**config.mk**
```make
export PLATFORM = sky130hd
export DESIGN_NAME = frame_grabber_flat
export DESIGN_NICKNAME = d
export VERILOG_FILES = /design/src/rtl/frame_grabber_if.sv /design/src/rtl/frame_grabber.sv /design/src/flat_wrapper.sv
export SDC_FILE = /design/constraint.sdc
export NUM_CORES = 1
export LEC_CHECK = 0
export ABC_AREA = 1
export BUFFER_PORTS_ARGS = -buffer_cell sky130_fd_sc_hd__buf_2
export CORE_UTILIZATION = 43
export CTS_BUF_LIST = sky130_fd_sc_hd__clkbuf_4 sky130_fd_sc_hd__clkbuf_8
export CTS_CLUSTER_SIZE = 20
export DETAILED_ROUTE_END_ITERATION = 12
export MAX_ROUTING_LAYER = met4
export PLACE_DENSITY = 0.73
export RECOVER_POWER = 50
export SLEW_MARGIN = 5
export SYNTH_ARGS = -nofsm -noshare
export SYNTH_HDL_FRONTEND = slang
export SYNTH_SLANG_ARGS = --single-unit
export TNS_END_PERCENT = 30
```
**constraint.sdc**
```tcl
create_clock -name clk -period 1.5 [get_ports clk]
set_input_delay 0.15 -clock clk [delete_from_list [all_inputs] [get_ports clk]]
set_output_delay 0.15 -clock clk [all_outputs]
set_load 0.02 [all_outputs]
```
**src/rtl/frame_grabber_if.sv**
```systemverilog
// Video-in and framebuffer-write bundle for frame_grabber.
// The harness drives the master side and the grabber implements the slave side.
interface frame_grabber_if #(
  parameter int RGB_W  = 24,
  parameter int ADDR_W = 15
);
  logic              hsync;
  logic              vsync;
  logic [RGB_W-1:0]  rgb;
  logic              arm;
  logic              wr_en;
  logic [ADDR_W-1:0] wr_addr;
  logic [RGB_W-1:0]  wr_data;
  logic              busy;
  logic              frame_done;
  logic              err;

  modport master (
    output hsync, vsync, rgb, arm,
    input  wr_en, wr_addr, wr_data, busy, frame_done, err
  );

  modport slave (
    input  hsync, vsync, rgb, arm,
    output wr_en, wr_addr, wr_data, busy, frame_done, err
  );
endinterface

```
**src/rtl/frame_grabber.sv**
```systemverilog
// Captures one armed video frame from hsync/vsync/rgb into a linear framebuffer.
// Pixel positions are recovered from sync trailing edges and a fixed pixel divider.
module frame_grabber #(
  parameter int ACTIVE_W = 256,
  parameter int ACTIVE_H = 128,
  parameter int H_START  = 48,
  parameter int V_START  = 33,
  parameter int PIX_DIV  = 4,
  parameter int RGB_W    = 24,
  parameter int ADDR_W   = 15
) (
  input logic            clk,
  input logic            reset,
  frame_grabber_if.slave fg_io
);

  localparam int HSKIP_CYC = H_START * PIX_DIV;
  localparam int DLY_W  = (HSKIP_CYC > 1) ? $clog2(HSKIP_CYC) : 1;
  localparam int DIV_W  = (PIX_DIV > 1) ? $clog2(PIX_DIV) : 1;
  localparam int PIX_W  = (ACTIVE_W > 1) ? $clog2(ACTIVE_W) : 1;
  localparam int LINE_W = (ACTIVE_H > 1) ? $clog2(ACTIVE_H) : 1;
  localparam int VC_W   = (V_START > 1) ? $clog2(V_START) : 1;

  // HSKIP lasts exactly HSKIP_CYC cycles, so the counter runs from HSKIP_CYC-1 down to 0.
  localparam logic [DLY_W-1:0]  DLY_LOAD  = DLY_W'((HSKIP_CYC > 0) ? HSKIP_CYC - 1 : 0);
  localparam logic [DIV_W-1:0]  DIV_LAST  = DIV_W'(PIX_DIV - 1);
  localparam logic [PIX_W-1:0]  PIX_LAST  = PIX_W'(ACTIVE_W - 1);
  localparam logic [LINE_W-1:0] LINE_LAST = LINE_W'(ACTIVE_H - 1);
  localparam logic [VC_W-1:0]   V_LAST    = VC_W'((V_START > 0) ? V_START - 1 : 0);
  localparam logic [ADDR_W-1:0] LINE_STEP = ADDR_W'(ACTIVE_W);

  typedef enum logic [2:0] {
    IDLE, WAIT_VS, VSKIP, HSKIP, CAPTURE, WAIT_HS, DONE
  } state_t;

  state_t            state_q, state_d;
  logic              hsReg_q, hsPrev_q, vsReg_q, vsPrev_q;
  logic [RGB_W-1:0]  rgbReg_q;
  logic [VC_W-1:0]   vCnt_q, vCnt_d;
  logic [DLY_W-1:0]  dly_q, dly_d;
  logic [DIV_W-1:0]  div_q, div_d;
  logic [PIX_W-1:0]  pix_q, pix_d;
  logic [LINE_W-1:0] line_q, line_d;
  logic [ADDR_W-1:0] lineBase_q, lineBase_d;
  logic [ADDR_W-1:0] addrCnt_q, addrCnt_d;
  logic              wrEn_q, wrEn_d;
  logic [ADDR_W-1:0] wrAddr_q, wrAddr_d;
  logic [RGB_W-1:0]  wrData_q, wrData_d;
  logic              busy_q, busy_d;
  logic              frameDone_q, frameDone_d;
  logic              err_q, err_d;
  logic              hsFall, vsFall;

  assign hsFall = hsPrev_q & ~hsReg_q;
  assign vsFall = vsPrev_q & ~vsReg_q;

  always_ff @(posedge clk) begin
    if (reset) begin
      state_q     <= IDLE;
      hsReg_q     <= 1'b0;
      hsPrev_q    <= 1'b0;
      vsReg_q     <= 1'b0;
      vsPrev_q    <= 1'b0;
      rgbReg_q    <= '0;
      vCnt_q      <= '0;
      dly_q       <= '0;
      div_q       <= '0;
      pix_q       <= '0;
      line_q      <= '0;
      lineBase_q  <= '0;
      addrCnt_q   <= '0;
      wrEn_q      <= 1'b0;
      wrAddr_q    <= '0;
      wrData_q    <= '0;
      busy_q      <= 1'b0;
      frameDone_q <= 1'b0;
      err_q       <= 1'b0;
    end else begin
      state_q     <= state_d;
      hsReg_q     <= fg_io.hsync;
      hsPrev_q    <= hsReg_q;
      vsReg_q     <= fg_io.vsync;
      vsPrev_q    <= vsReg_q;
      rgbReg_q    <= fg_io.rgb;
      vCnt_q      <= vCnt_d;
      dly_q       <= dly_d;
      div_q       <= div_d;
      pix_q       <= pix_d;
      line_q      <= line_d;
      lineBase_q  <= lineBase_d;
      addrCnt_q   <= addrCnt_d;
      wrEn_q      <= wrEn_d;
      wrAddr_q    <= wrAddr_d;
      wrData_q    <= wrData_d;
      busy_q      <= busy_d;
      frameDone_q <= frameDone_d;
      err_q       <= err_d;
    end
  end

  // A vsync trailing edge outranks an hsync edge in the same cycle in every active state.
  always_comb begin
    state_d     = state_q;
    vCnt_d      = vCnt_q;
    dly_d       = dly_q;
    div_d       = div_q;
    pix_d       = pix_q;
    line_d      = line_q;
    lineBase_d  = lineBase_q;
    addrCnt_d   = addrCnt_q;
    wrEn_d      = 1'b0;
    wrAddr_d    = wrAddr_q;
    wrData_d    = wrData_q;
    busy_d      = busy_q;
    frameDone_d = 1'b0;
    err_d       = err_q;

    unique case (state_q)
      IDLE: begin
        if (fg_io.arm) begin
          state_d   = WAIT_VS;
          busy_d    = 1'b1;
          err_d     = 1'b0;
          addrCnt_d = '0;
        end
      end
      WAIT_VS: begin
        if (vsFall) begin
          state_d = VSKIP;
          vCnt_d  = '0;
        end
      end
      VSKIP: begin
        if (vsFall) begin
          state_d = IDLE;
          busy_d  = 1'b0;
          err_d   = 1'b1;
        end else if (hsFall) begin
          if (vCnt_q >= V_LAST) begin
            state_d    = HSKIP;
            line_d     = '0;
            lineBase_d = '0;
            dly_d      = DLY_LOAD;
          end else begin
            vCnt_d = vCnt_q + 1'b1;
          end
        end
      end
      HSKIP: begin
        if (vsFall) begin
          state_d = IDLE;
          busy_d  = 1'b0;
          err_d   = 1'b1;
        end else if (dly_q == '0) begin
          state_d = CAPTURE;
          div_d   = '0;
          pix_d   = '0;
        end else begin
          dly_d = dly_q - 1'b1;
        end
      end
      CAPTURE: begin
        if (vsFall) begin
          state_d = IDLE;
          busy_d  = 1'b0;
          err_d   = 1'b1;
        end else if (hsFall) begin
          // Short line: skip the unwritten addresses and reuse this edge as the next line's start.
          err_d      = 1'b1;
          addrCnt_d  = lineBase_q + LINE_STEP;
          lineBase_d = lineBase_q + LINE_STEP;
          if (line_q == LINE_LAST) begin
            state_d = DONE;
          end else begin
            line_d  = line_q + 1'b1;
            dly_d   = DLY_LOAD;
            state_d = HSKIP;
          end
        end else if (div_q == '0) begin
          wrEn_d    = 1'b1;
          wrAddr_d  = addrCnt_q;
          wrData_d  = rgbReg_q;
          addrCnt_d = addrCnt_q + 1'b1;
          div_d     = DIV_LAST;
          if (pix_q == PIX_LAST) begin
            lineBase_d = lineBase_q + LINE_STEP;
            if (line_q == LINE_LAST) begin
              state_d = DONE;
            end else begin
              line_d  = line_q + 1'b1;
              state_d = WAIT_HS;
            end
          end else begin
            pix_d = pix_q + 1'b1;
          end
        end else begin
          div_d = div_q - 1'b1;
        end
      end
      WAIT_HS: begin
        if (vsFall) begin
          state_d = IDLE;
          busy_d  = 1'b0;
          err_d   = 1'b1;
        end else if (hsFall) begin
          dly_d   = DLY_LOAD;
          state_d = HSKIP;
        end
      end
      DONE: begin
        frameDone_d = 1'b1;
        busy_d      = 1'b0;
        state_d     = IDLE;
      end
      default: begin
        state_d = IDLE;
      end
    endcase
  end

  assign fg_io.wr_en      = wrEn_q;
  assign fg_io.wr_addr    = wrAddr_q;
  assign fg_io.wr_data    = wrData_q;
  assign fg_io.busy       = busy_q;
  assign fg_io.frame_done = frameDone_q;
  assign fg_io.err        = err_q;

endmodule

```
**src/flat_wrapper.sv**
```systemverilog
// flat-port wrapper written by rule: the top's interface ports become plain ports
module frame_grabber_flat 
#(
  parameter int ACTIVE_W = 256,
  parameter int ACTIVE_H = 128,
  parameter int H_START  = 48,
  parameter int V_START  = 33,
  parameter int PIX_DIV  = 4,
  parameter int RGB_W    = 24,
  parameter int ADDR_W   = 15
)
  (clk, reset, fg_io_hsync, fg_io_vsync, fg_io_rgb, fg_io_arm, fg_io_wr_en, fg_io_wr_addr, fg_io_wr_data, fg_io_busy, fg_io_frame_done, fg_io_err);
  frame_grabber_if #(.RGB_W(RGB_W), .ADDR_W(ADDR_W)) fg_io_i ();
  input logic clk;
  input logic reset;
  input wire logic [$bits(fg_io_i.hsync)-1:0] fg_io_hsync;
  input wire logic [$bits(fg_io_i.vsync)-1:0] fg_io_vsync;
  input wire logic [$bits(fg_io_i.rgb)-1:0] fg_io_rgb;
  input wire logic [$bits(fg_io_i.arm)-1:0] fg_io_arm;
  output wire logic [$bits(fg_io_i.wr_en)-1:0] fg_io_wr_en;
  output wire logic [$bits(fg_io_i.wr_addr)-1:0] fg_io_wr_addr;
  output wire logic [$bits(fg_io_i.wr_data)-1:0] fg_io_wr_data;
  output wire logic [$bits(fg_io_i.busy)-1:0] fg_io_busy;
  output wire logic [$bits(fg_io_i.frame_done)-1:0] fg_io_frame_done;
  output wire logic [$bits(fg_io_i.err)-1:0] fg_io_err;
  assign fg_io_i.hsync = fg_io_hsync;
  assign fg_io_i.vsync = fg_io_vsync;
  assign fg_io_i.rgb = fg_io_rgb;
  assign fg_io_i.arm = fg_io_arm;
  assign fg_io_wr_en = fg_io_i.wr_en;
  assign fg_io_wr_addr = fg_io_i.wr_addr;
  assign fg_io_wr_data = fg_io_i.wr_data;
  assign fg_io_busy = fg_io_i.busy;
  assign fg_io_frame_done = fg_io_i.frame_done;
  assign fg_io_err = fg_io_i.err;
  frame_grabber #(.ACTIVE_W(ACTIVE_W), .ACTIVE_H(ACTIVE_H), .H_START(H_START), .V_START(V_START), .PIX_DIV(PIX_DIV), .RGB_W(RGB_W), .ADDR_W(ADDR_W)) u_core (.clk(clk), .reset(reset), .fg_io(fg_io_i));
endmodule
```
# ---- Yosys cells after proc, flatten, opt, wreduce, memory -nomap -nowiden
# Index checks and enable logic that the tools add are counted.
dict set report word_totals {
  elab_cells 170
  ff_bits 135
}
dict set report op_classes {
  bitwise 7
  order_cmp 1
  n_mux 77
  n_addsub 7
  eq_ne 36
  reduce_logical 23
}
# operator count
set op_table {}
lappend op_table {{two-way mux 15 bit} 11}
lappend op_table {{two-way mux 8 bit} 16}
lappend op_table {{case mux 15 bit (2 select lines)} 2}
lappend op_table {{two-way mux 7 bit} 8}
lappend op_table {{two-way mux 3 bit} 14}
lappend op_table {{case mux 8 bit (4 select lines)} 1}
lappend op_table {{two-way mux 6 bit} 4}
lappend op_table {{inequality test 3 x 1 -> 1 bit (second input constant)} 7}
lappend op_table {{inequality test 2 bit (second input constant)} 10}
lappend op_table {{inequality test 2 x 1 -> 1 bit (second input constant)} 9}
lappend op_table {{case mux 3 bit (6 select lines)} 1}
lappend op_table {{case mux 8 bit (2 select lines)} 1}
lappend op_table {{adder 15 x 1 -> 15 bit (second input constant)} 1}
lappend op_table {{adder 15 x 9 -> 15 bit (second input constant)} 1}
lappend op_table {{case mux 7 bit (2 select lines)} 1}
lappend op_table {{AND reduction 7 bit} 2}
lappend op_table {{two-way mux 2 bit} 6}
lappend op_table {{case mux 6 bit (2 select lines)} 1}
lappend op_table {{AND reduction 4 bit} 3}
lappend op_table {{AND reduction 11 bit} 1}
lappend op_table {{AND reduction 5 bit} 2}
lappend op_table {{equality test 3 bit (second input constant)} 3}
lappend op_table {{adder 8 x 1 -> 8 bit (second input constant)} 1}
lappend op_table {{equality test 8 bit (second input constant)} 1}
lappend op_table {{other kinds (24)} 44}

# ---- Logic depth before layout (Yosys ltp)
# Gate-level depths: netlist of run 1.
dict set report depth {
  depth_word 7
  depth_mapped 13
  mapped_depth_nobuf 11
}

# ---- Worst setup path before layout of run 1
# OpenSTA, ideal clock, no wires.
dict set report synth_timing {
  path_type {reg-to-reg}
  startpoint {register u_core.addrCnt_q[0]}
  endpoint {register u_core.addrCnt_q[12]}
  path_stages_with_launch 11
  t_arrival_ns 1.461
  setup_slack_ns -0.075
  required_ns 1.386
  synth_period_minus_slack_ns 1.575
  cell_sequence {dfxtp_1 > ha_1 > nand2_1 > nor2_1 > nand2_1 > nor2_1 > nand3_1 > nor2_1 > nor2_1 > nand2_1 > nor2_1}
}
dict set report synth_via {
  elab_chain_cells 5
}
# element line_no
set synth_lines {}
lappend synth_lines {{start: declaration} frame_grabber.sv:45} ;# logic [ADDR_W-1:0] addrCnt_q, addrCnt_d;
lappend synth_lines {{start signal: assignment} frame_grabber.sv:91} ;# addrCnt_q <= addrCnt_d;
lappend synth_lines {{adder 15 x 1 -> 15 bit} frame_grabber.sv:183} ;# addrCnt_d = addrCnt_q + 1'b1;
lappend synth_lines {{two-way mux 15 bit} frame_grabber.sv:179} ;# end else if (div_q == '0) begin
lappend synth_lines {{two-way mux 15 bit} frame_grabber.sv:167} ;# end else if (hsFall) begin
lappend synth_lines {{two-way mux 15 bit} frame_grabber.sv:163} ;# if (vsFall) begin
lappend synth_lines {{case mux 15 bit (2 select lines)} frame_grabber.sv:118} ;# unique case (state_q)
# Every way passes these cells. The select of a mux whose other input is x is not followed.
# A chain may end at the register's enable or synchronous reset.

# ---- Worst setup path in the final report of run 1
dict set report layout_timing {
  startpoint {register u_core.state_q[2]}
  endpoint {register u_core.line_q[2]}
}
dict set report layout_via {
  elab_chain_cells 3
  word_cells_on_any_way 11
  classes_between {eq/ne: 8; mux: 1; reduce/logical: 2}
}
# element line_no
set layout_lines {}
lappend layout_lines {{start: declaration} frame_grabber.sv:36} ;# state_t state_q, state_d;
lappend layout_lines {{start signal: assignment} frame_grabber.sv:79} ;# state_q <= state_d;
lappend layout_lines {{equality test 3 bit or equality test 3 x 2 -> 1 bit (tied branches)} frame_grabber.sv:118}
lappend layout_lines {{inequality test 3 x 1 -> 1 bit (no source line), or another cell as far along} n/a}
lappend layout_lines {{AND reduction 7 bit (no source line)} n/a}
lappend layout_lines {{end signal: assignment} frame_grabber.sv:89} ;# line_q <= line_d;
lappend layout_lines {{end: declaration} frame_grabber.sv:43} ;# logic [LINE_W-1:0] line_q, line_d;
# Parallel ways exist; a longest one is shown, timed or not.

==> run metrics, run 1 <==
most used flip-flop cell after synthesis=dfxtp_1; clock root buffer=clkbuf_8; Setup-failing EPs final=28; total number of vias=6079; kind of critical path=reg -> reg; cell depth of the worst hold path=4; static leakage power=3.72 nW; cell area after synthesis=6030 um2; highest attainable clock frequency=0.638 GHz; status=finished, violations left; placer's final routability congestion estimate=0.929; first-iteration detailed-routing DRC count=381; H-tree lvl count=4; share of synthesized area occupied by flip-flops and latches=42.2%; min Tclk post-route=1.57 ns; max-slew violation count=0; detail-routed via count per cell=4.88; worst-case register-to-register setup slack=-0.07 ns; area growth from synthesis to layout=40.0%; Final Cycle Share=104%; CP Launch Type=flip-flop; startpoint of the most critical register-to-register path=u_core.state_q[2]; average cell area after synthesis=6.87 um2; maximum number of pins on one net before global-route repair=54; number of buffers inserted by port buffering=71; number of top-level design ports=72; number of nets with antenna violations after routing=0; CTS tree=done; critical path launch point=u_core.state_q[2]; area of the placeable core=13500 um2; wire length of the first global-routing pass=24500 um; number of distinct library cell variants in the gate-level netlist after synthesis=39; Min-Delay Endpoint=u_core.fg_io.busy; overall overflow remaining after global route=0; post-detailed-route DRC marker count=0; die height=120 um; RSZ-0062 raised after global routing=true; signal arrival time at the worst endpoint=1.89 ns; worst flop-to-flop path endpoint=u_core.line_q[2]; post-layout utilization of the core=62.7%; router iterations before antenna repair=5; Final HPWL DP=9610 um; Row Count=42; worst-case setup margin in the final layout=-0.0674 ns; power after layout=14.0 mW; Worst Setup Slack post-DPL=-0.114 ns; maximum clock skew at final layout=0.0113 ns; switching share of total power=40.5%; starting utilization of the core area=44.8%; Final nets=1096; Hold WS=0.123 ns; clock slew seen by the registers of the worst setup and hold paths=0.07 ns; failing checks=setup timing; number of buffers created by CTS=17; initial antenna violation count=0; power share of the clock group=21.2%; insertion delay to the later sink of the worst-skew pair=0.44 ns; CTS Sinks=127; drt wl/cell=12.5 um; part of the total power dissipated in sequential elements=32.5%; Maximum Capacitance Violations=0; actual slew at the worst max-slew pin=0.337 ns; synthesized flop and latch total=127; syn nets=915; Syn Inst Count=877; hold path startpoint=fg_io_arm; cell internal pwr=8.35 mW; Power Dens Cells=1660 nW/um2; final routed wirelength across all metal layers=15600 um; logic depth of the worst register-to-register path=10; element type at the critical path end=flip-flop; worst hold path class=in -> reg; number of global-route vias before repair=5537; Die Width=120 um; data required time at the worst endpoint=1.83 ns; combinational share of power=46.2%; Hold Violations, Final=0; Final TNS setup=-0.715 ns; DIE AREA=14500 um2; fraction of layout cells with a size suffix above 1=28.5%; peak fanout along the critical path=8; total of warnings raised by yosys=0; number of enable flip-flop cells after synthesis=0; peak ir drop on the vdd network=0.786 mV; switching power total=5.69 mW; relative max-transition margin=77.5%; gr usage total=21.6%; antenna cells=0; maximum clock insertion buffer count=2; async set-or-reset flop fraction in the synthesized netlist=0%
==> per-stage QoR <==
step | instance area, um2 | instances
after floorplan | 6030 | 877
after global placement | 7120 | 1170
after detailed placement | 7120 | 1170
after CTS | 7970 | 1234
after global routing | 8440 | 1246
final | 8440 | 1246
==> synthesized netlist by cell type (9+ instances only) <==
cell	number	share of area [%]
ha_1	9	1.9
o21ai_0	60	5.0
nand2_1	174	11
nor2_2	12	1.2
clkbuf_1	15	0.93
a21oi_1	52	4.3
dfxtp_1	127	42
nand3_1	54	4.5
nor2_1	193	12
inv_1	91	5.7
inv_2	9	0.56
==> final cells by class <==
| cell class | instances | area [um2] |
|---|---|---|
| fillers | 1163 | 5010 |
| well taps | 176 | 220 |
| clock buffers | 20 | 269 |
| multi-input cells | 623 | 3390 |
| inverters | 102 | 418 |
| repair buffers | 187 | 1450 |
| flip-flops and latches | 127 | 2560 |
| clock inverters | 11 | 133 |
==> cell families (layout without fill, tap and decap cells) <==
kind of cell,count (synthesis),in the layout,share of synthesized area (%)
AOI/OAI and AO/OA,126,126,10.9
xor gates and xnor gates,6,6,0.872
adders and majority gates,9,9,1.87
buffers and inverters,132,320,9.24
DFF,127,127,42.2
and+or+nand+nor,477,482,35.0
==> timing repair <==
action | in CTS | in global routing
setup buffers | 3 | 10
gates cloned | 4 | 2
resized for setup | 43 | 116
endpoints found under the setup margin | 64 | 96
pin swaps | 10 | 24
hold endpoints to repair | 26 | 0
hold buffers | 26 | 0
==> sequential cells by signal, summed over array words and instances (netlist names), 7 cells and up <==
| signal | cells |
|---|---|
| u_core.addrCnt_q | 15 |
| u_core.dly_q | 8 |
| u_core.fg_io.wr_addr | 15 |
| u_core.fg_io.wr_data | 24 |
| u_core.lineBase_q | 7 |
| u_core.line_q | 7 |
| u_core.pix_q | 8 |
| u_core.rgbReg_q | 24 |
==> how the worst max path moves through the flow <==
stage	end	cells after the start
2_1_floorplan	u_core.lineBase_q[8]	11
6_report	u_core.line_q[2]	10
3_5_place_dp	u_core.addrCnt_q[2]	9
5_1_grt	u_core.state_q[1]	8
4_1_cts	u_core.line_q[5]	11
3_3_place_gp	u_core.addrCnt_q[2]	9
==> critical path: stages (launching register included) <==
cell and delay, ns:
dfxtp_4 0.37, buf_12 0.15, buf_4 0.14, nor2_4 0.17, nand2_2 0.09, nand2_1 0.11
a21oi_4 0.07, nand2_4 0.13, inv_4 0.05, nor2_1 0.10, nor2_1 0.06
==> routing by layer <==
| layer | track usage, % | wire length, um | vias up |
|---|---|---|---|
| li1 | - | - | 3127 |
| met1 | 24.6 | 6810 | 2782 |
| met2 | 37.0 | 7880 | 140 |
| met3 | 4.34 | 599 | 30 |
| met4 | 8.80 | 302 | 0 |
| met5 | - | 0 | - |
==> power by group through the flow <==
stage | registers (mW) | logic, mW | clock network, mW
after global routing | 4.66 | 7.16 | 3.19
after detailed placement | 4.55 | 5.25 | 0
after CTS | 4.51 | 5.66 | 3.02
after global placement | 4.53 | 5.16 | 0
final | 4.57 | 6.49 | 2.98
after floorplan | 4.82 | 3.21 | 0
==> placed cells by master, fill, tap and decap left out, types with 5 or more instances in the layout <==
master,instances
o21ai_1,12
buf_2,43
nand2_2,22
clkbuf_1,28
o21ai_0,50
ha_1,5
nand3_1,46
nor3_1,6
dfxtp_1,118
buf_12,11
nand3_2,7
inv_1,84
a21oi_1,48
inv_2,10
nand2_4,20
buf_4,70
nand4_1,6
o21ai_2,5
nor2_1,177
nand2_1,146
dlygate4sd3_1,26
dfxtp_2,6
nor2_2,16
nand3_4,7
clkbuf_8,19
nor2_4,20
buf_6,7
Power figures use the tool's default switching activity.
==> run 2: changes to the inputs <==
Settings changed: TNS_END_PERCENT 30 to unset.
==> run 2 against run 1 <==
Effect of this change: the run still ends with setup timing left; worst hold slack worse by 0.021 ns; largest power group unchanged; non-clock buffer count increased by 8; cell count grew 0.72%; clock power increased by 2%; setup slack got worse by 0.070 ns; highest routed layer unchanged; via count increased by 2.1%; die area unchanged; wire length is 3.3% higher; sequential share of layout area decreased by 0.31 points; critical endpoint is now u_core.lineBase_q[9]; first-iteration DRC count grew 14%.
==> run metrics, run 2 (synthesis results as in run 1) <==
clock root buffer=clkbuf_8; overall overflow remaining after global route=0; fraction of layout cells with a size suffix above 1=30.5%; footprint of the multi-input gates=3420 um2; worst-case register-to-register setup slack=-0.14 ns; critical path's largest stage delay=0.37 ns; Hold WS=0.102 ns; Max stage delay cell, worst path=dfxtp_4; fillcell total=1133; Final HPWL DP=9330 um; antenna cells=0; cell depth of the worst hold path=3; Register Area=2560 um2; initial antenna violation count=0; post-detailed-route DRC marker count=0; die height=120 um; drt wl/cell=12.8 um; detail-routed via count per cell=4.95; Maximum Capacitance Violations=0; worst-case setup margin in the final layout=-0.137 ns; static leakage power=3.79 nW; Die Width=120 um; post-layout utilization of the core=63.5%; most common library cell in the layout ignoring fill and taps=nor2_1; number of nets with antenna violations after routing=0; min Tclk post-route=1.64 ns; number of global-route vias before repair=5680; logic depth of the worst register-to-register path=11; maximum clock skew at final layout=0.0109 ns; first-iteration detailed-routing DRC count=434; hold path startpoint=reset; RSZ-0062 raised after global routing=true; Final TNS setup=-2.50 ns; number of buffers inserted by port buffering=71; most frequent cells in the layout=178 x nor2_1, 145 x nand2_1, 117 x dfxtp_1, 87 x inv_1, 76 x buf_4; area of the placeable core=13500 um2; failing checks=setup timing; Power Dens Cells=1660 nW/um2; worst hold path class=in -> reg; gr usage total=22.7%; router iterations before antenna repair=5; CP Launch Type=flip-flop; power after layout=14.2 mW; DIE AREA=14500 um2; status=finished, violations left; data required time at the worst endpoint=1.86 ns; element type at the critical path end=flip-flop; wire length of the first global-routing pass=25600 um; actual slew at the worst max-slew pin=0.471 ns; area growth from synthesis to layout=41.6%; CTS tree=done; kind of critical path=reg -> reg; maximum number of pins on one net before global-route repair=71; H-tree lvl count=4; worst flop-to-flop path endpoint=u_core.lineBase_q[9]; Hold Violations, Final=0; maximum clock insertion buffer count=2; number of buffers created by CTS=17; Row Count=42; final routed wirelength across all metal layers=16100 um; Min-Delay Endpoint=u_core.rgbReg_q[13]; Final nets=1104; CTS Sinks=127; Setup-failing EPs final=57; max-slew violation count=0; Cell Count Post-Placement=1172; non-filler cells in the finished layout=1255; clock slew seen by the registers of the worst setup and hold paths=0.08 ns; highest attainable clock frequency=0.611 GHz; total number of vias=6208; peak ir drop on the vdd network=1.03 mV; signal arrival time at the worst endpoint=1.99 ns; peak fanout along the critical path=7; Final Cycle Share=109%; relative max-transition margin=68.6%; number of top-level design ports=72; startpoint of the most critical register-to-register path=u_core.state_q[1]; starting utilization of the core area=44.8%; Cell Chain, Critical Path=nor2_4 -> nand2_4 -> buf_4 -> buf_4 -> nand2_4 -> nand3_4 -> nor2_4 -> clkbuf_16 -> nand2_1 -> nand2_1 -> nor2_1; insertion delay to the later sink of the worst-skew pair=0.46 ns; placer's final routability congestion estimate=0.919
==> run 2: cell type report <==
class / instances / share of cell area [%]
clock buffers: 18 / 2.83
clock inverters: 14 / 1.85
inverters: 102 / 4.81
multi-input cells: 622 / 40.1
flip-flops and latches: 127 / 30.0
well taps: 176 / 2.58
repair buffers: 195 / 17.7
repair inverters: 1 / 0.132
==> run 2: what timing repair did <==
item / 4_1_cts / 5_1_grt
pin swaps: 21 / 46
setup buffers: 7 / 11
cloned: 6 / 2
gates resized for setup: 46 / 114
hold endpoints to repair: 26 / 0
hold buffers: 26 / 0
endpoints found under the setup margin: 87 / 95
==> run 2: worst max path at each step <==
| stage | endpoint | cells past startpoint | startpoint | slack, ns |
|---|---|---|---|---|
| 2_1_floorplan | u_core.addrCnt_q[12] | 10 | u_core.addrCnt_q[0] | 0.0003 |
| 3_3_place_gp | u_core.addrCnt_q[3] | 9 | u_core.state_q[1] | -0.15 |
| 3_5_place_dp | u_core.addrCnt_q[3] | 9 | u_core.state_q[1] | -0.18 |
| 4_1_cts | u_core.lineBase_q[11] | 11 | u_core.pix_q[1] | -0.06 |
| 5_1_grt | u_core.lineBase_q[8] | 11 | u_core.state_q[1] | -0.19 |
| 6_report | u_core.lineBase_q[9] | 11 | u_core.state_q[1] | -0.14 |
==> run 2: metrics by stage <==
step / setup WS, ns / cell area (um2)
after floorplan: 0.000265 / 6050
after global routing: -0.194 / 8540
after CTS: -0.0560 / 8050
final: -0.137 / 8540
after detailed placement: -0.175 / 7120
after global placement: -0.145 / 7120
==> run 2: routing by layer <==
| layer | vias to the layer above | wire, um | global-route usage [%] |
|---|---|---|---|
| met4 | 0 | 400 | 8.18 |
| met3 | 42 | 642 | 4.95 |
| li1 | 3149 | - | - |
| met2 | 166 | 8130 | 37.8 |
| met1 | 2851 | 6940 | 26.8 |
| met5 | - | 0 | - |
==> run 2: where the power goes <==
group          switching [mW]  internal, mW  total [mW]  leakage (nW)
clock                    1.52          1.52        3.05         0.200
combinational            3.80          2.81        6.61          2.54
sequential              0.489          4.06        4.55          1.04
total                    5.82          8.39        14.2          3.79
==> run 2: worst max-delay path: cells and delay by family (launching register included) <==
family	cells	cell delay, ns
DFF	1	0.37
and+or+nand+nor	8	0.69
buffers and inverters	3	0.47
==> run 3: changes to the inputs <==
Settings changed: PLACE_DENSITY 0.73 to 0.69.
==> run 3 against run 2 <==
Effect of this change: the flow still finishes with violations (setup timing); combinational power rose by 11%; setup slack gained 0.010 ns; maximum frequency rose by 0.62%; clock-buffer cell count unchanged; design area up 3.3%; die area stayed put; critical path type unchanged; critical endpoint unchanged; largest cell class unchanged; highest routed layer unchanged.
==> run metrics, run 3 (synthesis results as in run 1) <==
status=finished, violations left; failing checks=setup timing; peak ir drop on the vdd network=0.792 mV; fillcell total=1104; final routed wirelength across all metal layers=16600 um; power after layout=14.6 mW; Most Crowded Layer GR=met2; area of the placeable core=13500 um2; most common library cell in the layout ignoring fill and taps=nor2_1; Worst Setup Slack post-DPL=-0.194 ns; min Tclk post-route=1.63 ns; clock root buffer=clkbuf_8; detail-routed via count per cell=4.91; relative max-transition margin=78.3%; highest attainable clock frequency=0.614 GHz; Finished Cell Area=8820 um2; Final HPWL DP=9540 um; H-tree lvl count=4; RSZ-0062 raised after global routing=true; maximum clock insertion buffer count=2; Final nets=1116; peak fanout along the critical path=7; startpoint of the most critical register-to-register path=u_core.state_q[0]; signal arrival time at the worst endpoint=1.98 ns; antenna cells=0; Row Count=42; Register Area=2560 um2; worst-case setup margin in the final layout=-0.127 ns; gr usage total=22.7%; number of nets with antenna violations after routing=0; hold path startpoint=fg_io_arm; GR Layer Usage met3=5.24%; Power Dens Cells=1660 nW/um2; DIE AREA=14500 um2; insertion delay to the later sink of the worst-skew pair=0.45 ns; Final Cycle Share=108%; data required time at the worst endpoint=1.86 ns; post-layout utilization of the core=65.6%; footprint of the multi-input gates=3540 um2; met2 usage in global routing=38.3%; drt wl/cell=13.1 um; kind of critical path=reg -> reg; max-slew violation count=0; worst flop-to-flop path endpoint=u_core.lineBase_q[9]; CP Launch Type=flip-flop; initial antenna violation count=0; placed instance area=7130 um2; maximum number of pins on one net before global-route repair=71; total number of vias=6216; number of global-route vias before repair=5713; Final TNS setup=-3.97 ns; cell depth of the worst hold path=4; clock slew seen by the registers of the worst setup and hold paths=0.08 ns; number of buffers created by CTS=17; element type at the critical path end=flip-flop; starting utilization of the core area=44.8%; Hold Violations, Final=0; fraction of layout cells with a size suffix above 1=34.8%; number of top-level design ports=72; area growth from synthesis to layout=46.3%; routing usage on met1=26.2%; worst hold path class=in -> reg; post-detailed-route DRC marker count=0; number of buffers inserted by port buffering=71; overall overflow remaining after global route=0; die height=120 um; Maximum Capacitance Violations=0; Die Width=120 um; CTS Sinks=127; router iterations before antenna repair=5; logic depth of the worst register-to-register path=10; Min-Delay Endpoint=u_core.fg_io.busy; placer's final routability congestion estimate=0.854; worst-case register-to-register setup slack=-0.13 ns; Setup-failing EPs final=75; most frequent cells in the layout=167 x nor2_1, 130 x nand2_1, 118 x dfxtp_1, 84 x inv_1, 78 x buf_4; first-iteration detailed-routing DRC count=431; wire length of the first global-routing pass=25600 um; maximum clock skew at final layout=0.00942 ns; static leakage power=3.88 nW; CTS tree=done; actual slew at the worst max-slew pin=0.326 ns
run 3: routing by layer:
metal / wire, um / part of all wire (%)
met4: 403 / 2.4
met3: 673 / 4.1
met1: 7060 / 43
met2: 8460 / 51
met5: 0 / 0
run 3: critical path: stages (launching register included):
cell	delay (ns)
dfxtp_4	0.39
nor2_4	0.20
nand2_4	0.14
buf_6	0.15
nand2_4	0.07
nand3_2	0.09
nor2_4	0.15
clkbuf_16	0.18
nand2_1	0.06
nand2_1	0.06
nor2_1	0.04
run 3: layout make-up:
type                            count  area share (%)
Clock buffer                       18            2.74
Sequential cell                   127            29.0
Clock inverter                     13            1.32
Timing Repair Buffer              207            19.5
Tap cell                          176            2.50
Inverter                          102            4.77
Multi-Input combinational cell    623            40.2
run 3: worst max-delay path by stage:
stage / startpoint / end / slack (ns) / cells past startpoint
2_1_floorplan: u_core.addrCnt_q[0] / u_core.addrCnt_q[12] / 0.0003 / 10
3_3_place_gp: u_core.state_q[1] / u_core.vCnt_q[5] / -0.17 / 7
3_5_place_dp: u_core.state_q[0] / u_core.addrCnt_q[2] / -0.19 / 9
4_1_cts: u_core.state_q[1] / u_core.addrCnt_q[10] / -0.06 / 12
5_1_grt: u_core.state_q[0] / u_core.lineBase_q[9] / -0.19 / 10
6_report: u_core.state_q[0] / u_core.lineBase_q[9] / -0.13 / 10
run 3: power breakdown:
part           total, mW  internal, mW  switching [mW]
clock network       2.73          1.32            1.41
registers           4.57          4.06           0.510
logic               7.33          3.18            4.15
total               14.6          8.56            6.07
run 3: timing repair:
item                                   in CTS  in global routing
setup endpoints to repair                  95                 97
hold buffers                               26                  0
pin swaps                                  16                 40
cloned                                      6                  5
setup buffers                               8                 17
endpoints found under the hold margin      26                  0
gates resized for setup                    62                144
run 3: metrics by stage:
| stage | hold WS (ns) | std cells |
|---|---|---|
| after CTS | 0.0769 | 1245 |
| after global routing | 0.101 | 1266 |
| after detailed placement | 0.356 | 1174 |
| after global placement | 0.352 | 1174 |
| after floorplan | 0.257 | 877 |
| final | 0.118 | 1266 |
